`config.mk`:
```
export PLATFORM = sky130hd
export DESIGN_NAME = axi_lite_mem_arbiter
export DESIGN_NICKNAME = d
export VERILOG_FILES = /design/src/rtl/axi_lite_mem_arbiter.sv
export SDC_FILE = /design/constraint.sdc
export NUM_CORES = 1
export LEC_CHECK = 0
export ABC_AREA = 1
export BUFFER_PORTS_ARGS = -buffer_cell sky130_fd_sc_hd__buf_2
export CORE_AREA = 2 2 124 126
export DETAILED_ROUTE_END_ITERATION = 8
export DIE_AREA = 0 0 126 128
export GPL_TIMING_DRIVEN = 0
export PLACE_DENSITY_LB_ADDON = 0.2
export RECOVER_POWER = 25
export SYNTH_ARGS = -nofsm -noshare
export SYNTH_HDL_FRONTEND = slang
export SYNTH_SLANG_ARGS = --single-unit
```
`constraint.sdc`:
```
create_clock -name clk -period 1.6 [get_ports clk]
set_input_delay 0.32 -clock clk [delete_from_list [all_inputs] [get_ports clk]]
set_output_delay 0.32 -clock clk [all_outputs]
set_load 0.1 [all_outputs]
```
`src/rtl/axi_lite_mem_arbiter.sv`:
```
// Shares one AXI4-Lite master port between the data (MEM) and fetch requesters, one transaction at a time.
// Optional feature: define ARB_ROUND_ROBIN_EN for round-robin arbitration (default: data port has fixed priority).
module axi_lite_mem_arbiter #(
  parameter int ADDR_WIDTH = 32,
  parameter int DATA_WIDTH = 32
) (
  input  logic                    clk,
  input  logic                    rst_n,
  input  logic                    d_req,
  input  logic                    d_we,
  input  logic [ADDR_WIDTH-1:0]   d_addr,
  input  logic [DATA_WIDTH-1:0]   d_wdata,
  input  logic [DATA_WIDTH/8-1:0] d_wstrb,
  output logic [DATA_WIDTH-1:0]   d_rdata,
  output logic                    d_done,
  output logic                    d_err,
  input  logic                    i_req,
  input  logic [ADDR_WIDTH-1:0]   i_addr,
  output logic [DATA_WIDTH-1:0]   i_rdata,
  output logic                    i_done,
  output logic                    i_err,
  output logic                    mem_stall,
  output logic [ADDR_WIDTH-1:0]   m_awaddr,
  output logic                    m_awvalid,
  input  logic                    m_awready,
  output logic [DATA_WIDTH-1:0]   m_wdata,
  output logic [DATA_WIDTH/8-1:0] m_wstrb,
  output logic                    m_wvalid,
  input  logic                    m_wready,
  input  logic [1:0]              m_bresp,
  input  logic                    m_bvalid,
  output logic                    m_bready,
  output logic [ADDR_WIDTH-1:0]   m_araddr,
  output logic                    m_arvalid,
  input  logic                    m_arready,
  input  logic [DATA_WIDTH-1:0]   m_rdata,
  input  logic [1:0]              m_rresp,
  input  logic                    m_rvalid,
  output logic                    m_rready
);

  typedef enum logic [2:0] {IDLE, WR_REQ, WR_RESP, RD_ADDR, RD_DATA, DONE} state_t;

  state_t                  state_reg;
  logic                    grant_i_reg;
  logic [ADDR_WIDTH-1:0]   addr_reg;
  logic [DATA_WIDTH-1:0]   wdata_reg;
  logic [DATA_WIDTH/8-1:0] wstrb_reg;
  logic                    awvalid_reg, wvalid_reg, bready_reg, arvalid_reg, rready_reg;
  logic                    d_done_reg, i_done_reg, d_err_reg, i_err_reg;
  logic [DATA_WIDTH-1:0]   d_rdata_reg, i_rdata_reg;
  logic                    grant_i_next;
  logic                    grant_fire;

  assign grant_fire = (state_reg == IDLE) && (d_req || i_req);

`ifdef ARB_ROUND_ROBIN_EN
  // rr_ptr_reg = 1 means fetch is favoured on the next contested grant.
  logic rr_ptr_reg;

  assign grant_i_next = i_req & (~d_req | rr_ptr_reg);

  always_ff @(posedge clk or negedge rst_n) begin
    if (!rst_n) begin
      rr_ptr_reg <= 1'b0;
    end else if (grant_fire) begin
      rr_ptr_reg <= ~grant_i_next;
    end
  end
`else
  assign grant_i_next = i_req & ~d_req;
`endif

  always_ff @(posedge clk or negedge rst_n) begin
    if (!rst_n) begin
      state_reg   <= IDLE;
      grant_i_reg <= 1'b0;
      addr_reg    <= '0;
      wdata_reg   <= '0;
      wstrb_reg   <= '0;
      awvalid_reg <= 1'b0;
      wvalid_reg  <= 1'b0;
      bready_reg  <= 1'b0;
      arvalid_reg <= 1'b0;
      rready_reg  <= 1'b0;
      d_done_reg  <= 1'b0;
      i_done_reg  <= 1'b0;
      d_err_reg   <= 1'b0;
      i_err_reg   <= 1'b0;
      d_rdata_reg <= '0;
      i_rdata_reg <= '0;
    end else begin
      d_done_reg <= 1'b0;
      i_done_reg <= 1'b0;
      case (state_reg)
        IDLE: begin
          if (grant_fire) begin
            grant_i_reg <= grant_i_next;
            addr_reg    <= grant_i_next ? i_addr : d_addr;
            if (!grant_i_next && d_we) begin
              wdata_reg   <= d_wdata;
              wstrb_reg   <= d_wstrb;
              awvalid_reg <= 1'b1;
              wvalid_reg  <= 1'b1;
              state_reg   <= WR_REQ;
            end else begin
              arvalid_reg <= 1'b1;
              state_reg   <= RD_ADDR;
            end
          end
        end
        WR_REQ: begin
          // AW and W handshake independently; move on once both have been accepted.
          if (awvalid_reg && m_awready) awvalid_reg <= 1'b0;
          if (wvalid_reg && m_wready) wvalid_reg <= 1'b0;
          if ((!awvalid_reg || m_awready) && (!wvalid_reg || m_wready)) begin
            bready_reg <= 1'b1;
            state_reg  <= WR_RESP;
          end
        end
        WR_RESP: begin
          if (m_bvalid) begin
            bready_reg <= 1'b0;
            d_done_reg <= ~grant_i_reg;
            i_done_reg <= grant_i_reg;
            if (grant_i_reg) i_err_reg <= (m_bresp != 2'b00);
            else             d_err_reg <= (m_bresp != 2'b00);
            state_reg  <= DONE;
          end
        end
        RD_ADDR: begin
          if (m_arready) begin
            arvalid_reg <= 1'b0;
            rready_reg  <= 1'b1;
            state_reg   <= RD_DATA;
          end
        end
        RD_DATA: begin
          if (m_rvalid) begin
            rready_reg <= 1'b0;
            d_done_reg <= ~grant_i_reg;
            i_done_reg <= grant_i_reg;
            if (grant_i_reg) begin
              i_rdata_reg <= m_rdata;
              i_err_reg   <= (m_rresp != 2'b00);
            end else begin
              d_rdata_reg <= m_rdata;
              d_err_reg   <= (m_rresp != 2'b00);
            end
            state_reg <= DONE;
          end
        end
        DONE:    state_reg <= IDLE;
        default: state_reg <= IDLE;
      endcase
    end
  end

  assign m_awaddr  = addr_reg;
  assign m_araddr  = addr_reg;
  assign m_wdata   = wdata_reg;
  assign m_wstrb   = wstrb_reg;
  assign m_awvalid = awvalid_reg;
  assign m_wvalid  = wvalid_reg;
  assign m_bready  = bready_reg;
  assign m_arvalid = arvalid_reg;
  assign m_rready  = rready_reg;
  assign d_done    = d_done_reg;
  assign i_done    = i_done_reg;
  assign d_err     = d_err_reg;
  assign i_err     = i_err_reg;
  assign d_rdata   = d_rdata_reg;
  assign i_rdata   = i_rdata_reg;
  assign mem_stall = d_req & ~d_done_reg;

endmodule

```
---- Word level (Yosys, flattened, before mapping) ----
Index checks and enable logic that the tools add are counted.
cells by class
  eq/ne operators ......................... 17
  muxes and demuxes ....................... 40
  bitwise operators ....................... 5
  reduce and logical (&&, ||, !) cells .... 31
operators by type and width
  operator            number
  $mux 32             1
  $ne 2x2->1 const B  12
  $mux 1              23
  $pmux 1 s2          9
  $mux 3              5
  $pmux 3 s5          1
  $reduce_and 3->1    5
  $reduce_and 5->1    3
  $reduce_bool 2->1   7
  $reduce_and 4->1    3
  $eq 3x2->1 const B  2
  $logic_and 1x1->1   5
  $eq 3x1->1 const B  1
  $eq 3x3->1 const B  1
  $logic_not 1->1     3
  $logic_not 3->1     1
  $logic_or 1x1->1    3
  $not 1->1           3
  $and 1x1->1         2
  $mux 2              1
  $ne 2x1->1 const B  1
  $reduce_and 2->1    1
word-level totals
  bits in registers ....................... 145
  input port bits ......................... 146
  word-level logic and storage cells ...... 109

---- Depth between registers and ports, before layout ----
Gate-level depths: netlist (run 1).
  depth in word-level cells ............... 7
  mapped depth ............................ 9
  gate-level depth less buffers ........... 9

---- Least setup slack after synthesis (run 1) ----
No wires, ideal clock.
  path type ............................... register to output
  start ................................... register d_done_reg, in the netlist d_done
  end ..................................... output port mem_stall
  arrival time ............................ 2.144 ns
  path slack .............................. -0.864 ns
  stages on the path, launching flop included .. 2
  buffers on the path ..................... 0
  cells stage by stage .................... dfrtp_1 -> nor2_1
on the way
  word-level cells in the longest chain between the ends .. 2
ends and longest elaborated chain
  element                   RTL line  source
  start: declaration        50        logic d_done_reg, i_done_reg, d_err_reg, i_err_reg;
  start signal: assignment  124       d_done_reg <= ~grant_i_reg;
  start signal: assignment  141       d_done_reg <= ~grant_i_reg;
  $not 1->1                 174       assign mem_stall = d_req & ~d_done_reg;
  $and 1x1->1               174
  end: declaration          22        output logic mem_stall,
No other way between the ends.

---- Worst setup path in the final report (run 1) ----
  start ................................... register addr_reg[0], in the netlist m_araddr[0]
  end ..................................... output port m_araddr[0]
RTL lines
  element                   RTL line  source
  start: declaration        46        logic [ADDR_WIDTH-1:0] addr_reg;
  start signal: assignment  99        addr_reg <= grant_i_next ? i_addr : d_addr;
  end: declaration          33        output logic [ADDR_WIDTH-1:0] m_araddr,
No word-level cell between the ends.

==> key figures, run 1 <==
Logic synthesis
  – Post-synth EDFFs: 0
  – Synthesized cell area: between 6000 and 7000 um^2
  – Largest cells by area after synthesis: dfrtp_1 (57%), nand2_1 (9.7%), o21ai_0 (7.6%)
  – Sequential element share of the synthesized area: 0.574
  – Number of synthesized register bits: 145
  – Syn. warnings: 0
  – Most frequent cells after synthesis: nand2_1 (163), dfrtp_1 (145), o21ai_0 (96)
  – Netlist cell types: 22
  – Post-Syn Instances: 695
  – Share of the synthesized area in the top cell type: 0.574
  – Biggest area consumer among synthesized cells: dfrtp_1
  – Avg Inst Size Synth: between 9 and 10 um^2
  – Synth Flop Type: dfrtp_1
  – Most frequent cell after synthesis: nand2_1
  – Mapped Nets: 841
  – Post-synth ARST share: 1.00

GRT
  – Antenna violations before repair: 2
  – Busiest layer in global routing: met2
  – Met3 Use GR: 0.0689
  – Global-route usage over all layers: 0.229
  – Met1 Track Usage GR: 0.298
  – Global-route wire length before repair: between 20000 and 30000 um
  – Number of global-route vias before repair: 5610
  – Largest net degree at the start of global routing: between 90 and 100
  – M2 GR Usage: 0.371
  – GRT overflow: 0

Cells and area
  – Register area: about 3700 um^2
  – Layout cell share with drive strength beyond 1: 0.471
  – Multi-input logic area: around 2000 um^2
  – Final core utilization: 0.605
  – FILL cells: 1389
  – Layout area overhead: 42.2%
  – Final #Nets: around 1200

Worst setup path
  – Crit path max fanout: 3
  – Worst r2r src: state_reg[0]
  – Slowest cell on the critical path: buf_2
  – Worst path bufs/invs: 1
  – WS Path Type: flop to primary output
  – Capture point of the worst reg-to-reg path: i_rdata[20]
  – Reg-to-reg slack, setup: between 0.1 and 0.15 ns
  – Critical Path AT: around 1.2 ns
  – Startpoint Class: flop
  – Cell family with most CP delay: buffers and inverters
  – CP Cell Sequence: buf_2
  – Largest stage delay, worst path: about 0.44 ns
  – R2R cell count: 6
  – Critical Path End Type: primary output
  – Critical path required time: 1.28 ns

Floorplan
  – Core Area: ~15000 um^2
  – Die area: between 15000 and 20000 um^2
  – Cell row count: 45
  – Starting Density: 0.425
  – Chip Height: about 130 um
  – IO Pins: 320
  – Die Wd: 126 um

Clocking
  – CTS HTree Levels: 4
  – CTS tree: built
  – Max Root-Sink Buffers: 2
  – Worst-path clk slew: 0.06 ns
  – CTS root buf: clkbuf_16
  – Clock Sinks: between 100 and 150
  – Num CTS Buffers: 17
  – Clk_lat worst skew: 0.41 ns

Timing
  – Fmax: ~0.64 GHz
  – Worst-margin pin slew: 0.519 ns
  – Min cycle time layout: roughly 1.6 ns
  – Final Skew: around 0.007 ns
  – Slew Limit Headroom: 0.654
  – Final hold vios: 0
  – Tcrit/Tclk final: 0.977
  – RSZ-0062 raised after global routing: no
  – Setup violators final: 0
  – Max Slew Vio Count: 0

Hold path
  – Worst Hold Class: primary input to flop
  – Min-Delay Startpoint: d_wdata[19]
  – Hold depth: 3
  – Sink of the worst hold path: m_wdata[19]

Detailed routing
  – DR vias: ~6000
  – Vias per cell: about 4.7
  – DR iter-0 viols: ~290
  – Drt drc: 0
  – Routed WL per cell: 15.1 um
  – Final ANT Viol Nets: 0
  – Router iterations before antenna repair: 5
  – DRT Wirelength: ~19000 um

Placement
  – Final GP Congestion: approximately 0.82
  – IO Port Bufs: 319
  – DP Wirelength: about 14000 um

Outcome
  – Status: finished clean

Run
  – Max cap viols: 0
==> layer usage <==
metal  wire length (um)  vias up
met3               1450       22
met5                 14        -
met2               9070      233
li1                   -     2882
met4                266        2
met1               7910     2722
==> worst max-delay path by stage <==
stage,startpoint,end,slack (ns),cells after the start
finish,m_araddr[0],m_araddr[0],0.04,1
floorplan,m_awvalid,state_reg[1],0.06,7
global placement,rst_n,m_araddr[23],-2.22,1
CTS,state_reg[1],i_rdata[20],0.0006,6
detailed placement,i_req,m_araddr[2],-0.32,7
global route,state_reg[0],i_rdata[21],0.002,6
==> cell type report <==
cell class,count,area share
Timing Repair Buffer,325,0.194
Clock buffer,19,0.0493
Multi-Input combinational cell,399,0.218
Inverter,82,0.0342
Antenna cell,1,0.000278
Sequential cell,145,0.409
Buffer,69,0.0525
Clock inverter,13,0.0168
Tap cell,188,0.0262
==> cell usage in the layout (no fill, tap or decap), drive strengths merged <==
cell / n
dlygate4sd3: 1
dfrtp: 145
buf: 382
diode: 1
clkbuf: 30
o21ai: 108
nand3: 45
clkinvlp: 4
o22ai: 1
nand4: 2
bufinv: 2
or2: 32
clkinv: 2
nand2: 165
o211ai: 32
a21oi: 3
nor2: 11
inv: 87
==> cells by family (layout without fill, tap and decap cells) <==
family	after synthesis	count (layout)	synth area share
buffers and inverters	151	508	0.119
AO/OA/AOI/OAI	144	144	0.127
flip-flops	145	145	0.574
AND/OR/NAND/NOR	255	255	0.180
other	0	1	0
==> what timing repair did <==
action                                 4_1_cts  5_1_grt
gates cloned                                 0        1
hold buffers                                 1        0
resized for setup                           39       23
buffers inserted                             0        3
endpoints found under the hold margin       55        0
pin swaps                                    0        1
setup endpoints to repair                  114      108
==> metrics by stage <==
step	hold WS [ns]	instances	worst slack, ns	setup TNS (ns)	area (um^2)
after floorplan	0.0244	695	0.0644	0	6370
after global placement	0.449	1202	-2.22	-305.33	8200
after detailed placement	0.310	1203	-0.315	-13.03	8240
after CTS	0.118	1236	0.000594	0	8940
after global routing	0.126	1241	0.00222	0	8990
final	0.134	1241	0.0360	0	8990
Power of run 1 is left out: the tool's default activity adds up to more than one toggle a clock period on the data nets, which glitch-free logic cannot reach.
==> run 2, diff against run 1 <==
--- a/config.mk
+++ b/config.mk
@@ -5,7 +5,7 @@
 export SDC_FILE = /design/constraint.sdc
 export NUM_CORES = 1
 export LEC_CHECK = 0
-export ABC_AREA = 1
+export ABC_AREA = 0
 export BUFFER_PORTS_ARGS = -buffer_cell sky130_fd_sc_hd__buf_2
 export CORE_AREA = 2 2 124 126
 export DETAILED_ROUTE_END_ITERATION = 8
==> key figures, run 2 <==
Outcome
  – Status: finished, violations left
  – Failing checks: setup timing

Logic synthesis
  – Post-Syn Instances: approximately 420
  – Most frequent cell after synthesis: dfrtp_1
  – Synth Area in Compound Gates: 0.0204
  – Synthesized cell area: ~6300 um^2
  – Synth Area in Adders: 0
  – Mapped Nets: roughly 560
  – XOR/XNOR share of the synthesized area: 0
  – Post-synth ARST share: 1.00
  – Most frequent cells after synthesis: dfrtp_1 (145), mux2_2 (140), buf_4 (38)
  – Synth Flop Type: dfrtp_1
  – Simple-Gate Fraction of Synth Area: 0.0308
  – Syn. warnings: 0
  – Post-synth EDFFs: 0
  – Multiplexer area fraction after synthesis: 0.302
  – Sequential element share of the synthesized area: 0.580
  – Largest family of logic cells by synthesized area: multiplexers
  – Netlist cell types: 38
  – Biggest area consumer among synthesized cells: dfrtp_1
  – Share of the synthesized area in the top cell type: 0.580
  – Number of synthesized register bits: about 150
  – Largest cells by area after synthesis: dfrtp_1 (58%), mux2_2 (25%), mux2_1 (4.7%)
  – Avg Inst Size Synth: 15.1 um^2

Placement
  – Final GP Congestion: just over 0.8
  – Dpl cells: 923
  – DP Wirelength: approximately 12000 um
  – Worst slack, placed: -0.254 ns
  – IO Port Bufs: 319

Floorplan
  – Cell row count: 45
  – Starting Density: 0.421
  – Die Wd: around 130 um
  – Core Area: between 10000 and 15000 um^2
  – IO Pins: 320
  – Die area: 16100 um^2
  – Chip Height: ~130 um

Detailed routing
  – Routed WL per cell: approximately 17 um
  – Vias per cell: around 4.8
  – Final ANT Viol Nets: 0
  – Router iterations before antenna repair: 4
  – Drt drc: 0
  – DR vias: 4709
  – DRT Wirelength: 16700 um
  – DR iter-0 viols: ~140

Timing
  – Min cycle time layout: 1.64 ns
  – Final hold vios: 0
  – Max Slew Vio Count: 0
  – RSZ-0062 raised after global routing: yes
  – Worst-margin pin slew: approximately 0.64 ns
  – Tcrit/Tclk final: 1.02
  – Final setup slack of the worst path: -0.0398 ns
  – Slew Limit Headroom: 0.572
  – Setup violators final: 22
  – Final Skew: between 0.008 and 0.009 ns
  – Fmax: around 0.61 GHz

Worst setup path
  – Worst path bufs/invs: 3
  – WS Path Type: flop to flop
  – Critical Path End Type: flop
  – Slowest cell on the critical path: dfrtp_2
  – Worst path most repeated cell: buf_6
  – R2R cell count: 5
  – Critical path depth: 5
  – Startpoint Class: flop
  – Crit path max fanout: 7
  – CP Cell Sequence: buf_6 -> nor4_4 -> buf_6 -> clkbuf_16 -> mux2_4
  – Cell family with most CP delay: buffers and inverters
  – Critical Path AT: 1.94 ns
  – Largest stage delay, worst path: around 0.4 ns
  – Critical path required time: approximately 1.9 ns

Hold path
  – Hold depth: 2
  – Worst Hold Class: primary input to flop

Clocking
  – CTS tree: built
  – Clk_lat worst skew: 0.41 ns
  – Worst-path clk slew: 0.06 ns
  – Clock Sinks: between 100 and 150
  – Max Root-Sink Buffers: 2
  – Num CTS Buffers: 17
  – CTS root buf: clkbuf_16
  – CTS HTree Levels: 4

GRT
  – GRT overflow: 0
  – Number of global-route vias before repair: 4850
  – Largest net degree at the start of global routing: 78
  – Global-route usage over all layers: 0.193
  – Antenna violations before repair: 1
  – Global-route wire length before repair: roughly 24000 um

Cells and area
  – FILL cells: about 1100
  – Final core utilization: 0.646
  – Post-Layout Cell Count: about 1000
  – Layout cell share with drive strength beyond 1: 0.798
  – Register area: between 3000 and 4000 um^2
  – Most frequent cells in the layout: buf_2 (283), dfrtp_1 (107), mux2_2 (86)
  – Layout area overhead: 53.4%
  – Commonest non-fill, non-tap cell in the layout: buf_2
  – Multi-input logic area: 2520 um^2
  – Final #Nets: roughly 900

Run
  – Max cap viols: 0
## run 2: changes by cell type after synthesis, sizes merged, moves of 13 or more
cell and change:
or2 -31, nand2 -161, o211ai -30, nand3 -43
o21ai -108, clkbuf -13, inv -79, mux2 +166
## run 2: repair_timing
item,4_1_cts,5_1_grt
pin swaps,5,5
hold buffers,1,0
hold endpoints to repair,68,0
gates resized for setup,73,83
setup buffers,11,5
endpoints found under the setup margin,159,115
gates cloned,3,5
## run 2: worst paths after layout
kind,startpoint,endpoint,slack (ns)
max reg2reg,state_reg[2],m_wdata[8],-0.04
min in group asynchronous,rst_n,m_araddr[2],0.49
min,d_wdata[12],m_wdata[12],0.13
min reg2reg,m_awvalid,m_awvalid,0.49
max,state_reg[2],m_wdata[8],-0.04
max in group asynchronous,rst_n,m_wstrb[0],0.26
## run 2: kinds of logic (layout without fill, tap and decap cells)
family                 count (synthesis)  in the layout
and+or+nand+nor                       29             29
AOI/OAI and AO/OA                     17             17
buffers and inverters                 56            432
other                                  0              1
muxes                                168            168
DFF                                  145            145
## run 2: worst register-to-register path: cells and delay by family, from the launching register on
family	cells	cell delay, ns
and+or+nand+nor	1	0.29
DFF	1	0.41
buffers and inverters	3	0.54
muxes	1	0.29
## run 2: cell type report
class                           count  area share
Inverter                            3     0.00117
Timing Repair Buffer              345       0.213
Clock buffer                       20      0.0486
Buffer                             53      0.0511
Clock inverter                     11      0.0158
Sequential cell                   145       0.383
Antenna cell                        1    0.000261
Tap cell                          188      0.0245
Multi-Input combinational cell    214       0.263
## run 2: metal layers
| layer | vias up | routed length [um] | GRT usage |
|---|---|---|---|
| li1 | 2168 | - | - |
| met1 | 2312 | 6200 | 0.203 |
| met5 | - | 0 | 0 |
| met4 | 0 | 358 | 0.0834 |
| met2 | 207 | 8670 | 0.345 |
| met3 | 22 | 1440 | 0.0747 |
## run 2: stage by stage
step | hold WS (ns) | instance area, um^2 | setup TNS [ns]
finish | 0.130 | 9600 | -0.527
global route | 0.112 | 9600 | -3.99
CTS | 0.100 | 9160 | -0.503
detailed placement | 0.374 | 8180 | -14.80
global placement | 0.462 | 8150 | -273.84
floorplan | 0.0244 | 6310 | 0
Power of run 2 is left out for the same reason.
==> run 3, diff against run 2 <==
--- a/config.mk
+++ b/config.mk
@@ -6,7 +6,7 @@
 export NUM_CORES = 1
 export LEC_CHECK = 0
 export ABC_AREA = 0
-export BUFFER_PORTS_ARGS = -buffer_cell sky130_fd_sc_hd__buf_2
+export BUFFER_PORTS_ARGS = -buffer_cell sky130_fd_sc_hd__buf_4
 export CORE_AREA = 2 2 124 126
 export DETAILED_ROUTE_END_ITERATION = 8
 export DIE_AREA = 0 0 126 128
==> key figures, run 3 (synthesized netlist as in run 2, its figures left out) <==
Timing
  – Final Skew: approximately 0.0070 ns
  – RSZ-0062 raised after global routing: yes
  – Final hold vios: 0
  – Min cycle time layout: between 1.5 and 2 ns
  – Final setup TNS: -0.00788 ns
  – Setup violators final: 2
  – Fmax: between 0.6 and 0.7 GHz
  – Hold WS: between 0.1 and 0.15 ns
  – Tcrit/Tclk final: 1.00
  – Max Slew Vio Count: 0
  – Worst-margin pin slew: ~0.7 ns
  – Final setup slack of the worst path: -0.00466 ns
  – Slew Limit Headroom: 0.545

Clocking
  – CTS root buf: clkbuf_16
  – Clock Sinks: around 150
  – CTS HTree Levels: 4
  – CTS tree: built
  – Num CTS Buffers: 17
  – Max Root-Sink Buffers: 2
  – Worst-path clk slew: around 0.060 ns
  – Clk_lat worst skew: 0.41 ns

Hold path
  – Worst Hold Class: primary input to flop

Detailed routing
  – Vias per cell: approximately 4.8
  – M1 wire length: around 6300 um
  – Routed WL per cell: approximately 18 um
  – Drt drc: 0
  – Final ANT Viol Nets: 0
  – Wire length on met2: around 9000 um
  – Router iterations before antenna repair: 6
  – DR top layer: met4
  – DR vias: 4741
  – DRT Wirelength: about 17000 um
  – DR iter-0 viols: between 150 and 200
  – Met3 Routed Length: between 1000 and 1500 um

Floorplan
  – Starting Density: 0.421
  – Die area: about 16000 um^2
  – Die Wd: around 130 um
  – Chip Height: around 130 um
  – IO Pins: 320
  – Cell row count: 45
  – Core Area: 14900 um^2

GRT
  – Number of global-route vias before repair: a little under 5000
  – Global-route wire length before repair: 25700 um
  – Global-route usage over all layers: 0.204
  – GRT overflow: 0
  – Largest net degree at the start of global routing: 74
  – Antenna violations before repair: 0

Worst setup path
  – Critical Path End Type: flop
  – Startpoint Class: flop
  – Critical path endpoint: d_rdata[28]
  – Crit path max fanout: 6
  – Capture point of the worst reg-to-reg path: d_rdata[28]
  – Reg-to-reg slack, setup: -0.005 ns
  – Critical path required time: 1.90 ns
  – Worst r2r src: state_reg[1]
  – R2R cell count: 5
  – WS Path Type: flop to flop
  – Critical Path AT: around 1.9 ns
  – Crit path launch: state_reg[1]

Cells and area
  – Layout area overhead: 62.7%
  – Final #Nets: ~900
  – Most frequent cells in the layout: buf_4 (367), dfrtp_1 (107), mux2_2 (106)
  – Commonest non-fill, non-tap cell in the layout: buf_4
  – Ant diodes: 0
  – Layout cell share with drive strength beyond 1: 0.799

Run
  – Max cap viols: 0

Placement
  – IO Port Bufs: approximately 320
  – Worst slack, placed: -0.258 ns
  – DP Wirelength: 12500 um
  – Final GP Congestion: between 0.8 and 0.9

Outcome
  – Status: finished, violations left
  – Failing checks: setup timing
run 3: cell types whose count changed in the layout (fill, tap and decap cells not counted), moves of 2 or more:
cell and change:
mux2_2 +20, buf_8 -2, buf_12 -2, buf_4 +290, mux2_4 -20, clkbuf_8 +2, clkinv_4 -2, buf_2 -282
clkbuf_4 -4
run 3: final cells by class:
cell class | count | area [um^2]
clock buffers | 22 | 494
clock inverters | 10 | 145
fillers | 1105 | 4680
inverters | 3 | 11.3
well taps | 188 | 235
multi-input cells | 214 | 2440
flip-flops and latches | 145 | 3680
plain buffers | 53 | 467
repair buffers | 343 | 2710
run 3: worst min-delay path by stage:
stage                 from     endpoint  slack, ns  cells past startpoint
2_1_floorplan        rst_n       d_done       0.02                      0
3_3_place_gp   m_wdata[10]  m_wdata[10]       0.47                      1
5_1_grt        d_wdata[13]  m_wdata[13]       0.12                      2
4_1_cts        d_wdata[10]  m_wdata[10]       0.11                      2
6_report       d_wdata[10]  m_wdata[10]       0.12                      2
3_5_place_dp         rst_n  m_araddr[7]       0.37                      1
run 3: metrics by stage:
stage           util  cells  instance area (um^2)
6_report       0.685    978                 10200
5_1_grt        0.685    978                 10200
4_1_cts        0.655    962                  9740
3_5_place_dp   0.604    923                  8970
3_3_place_gp   0.602    922                  8940
2_1_floorplan      -    415                  6310
run 3: worst max-delay path, stage by stage (launching register included):
cell       delay, ns
dfrtp_2         0.46
nand4bb_4       0.27
nor2_4          0.15
buf_12          0.15
clkbuf_16       0.15
mux2_4          0.30
run 3: what timing repair did:
item,CTS,global route
setup endpoints to repair,125,131
endpoints found under the hold margin,72,0
gates cloned,1,4
pin swaps,3,3
hold buffers,1,0
gates resized for setup,18,63
setup buffers,5,12
run 3: routing by layer:
layer | vias up | GRT usage
met5 | - | 0
met4 | 0 | 0.0847
met3 | 27 | 0.0722
met2 | 208 | 0.365
met1 | 2347 | 0.218
li1 | 2159 | -
Power of run 3 is left out for the same reason.
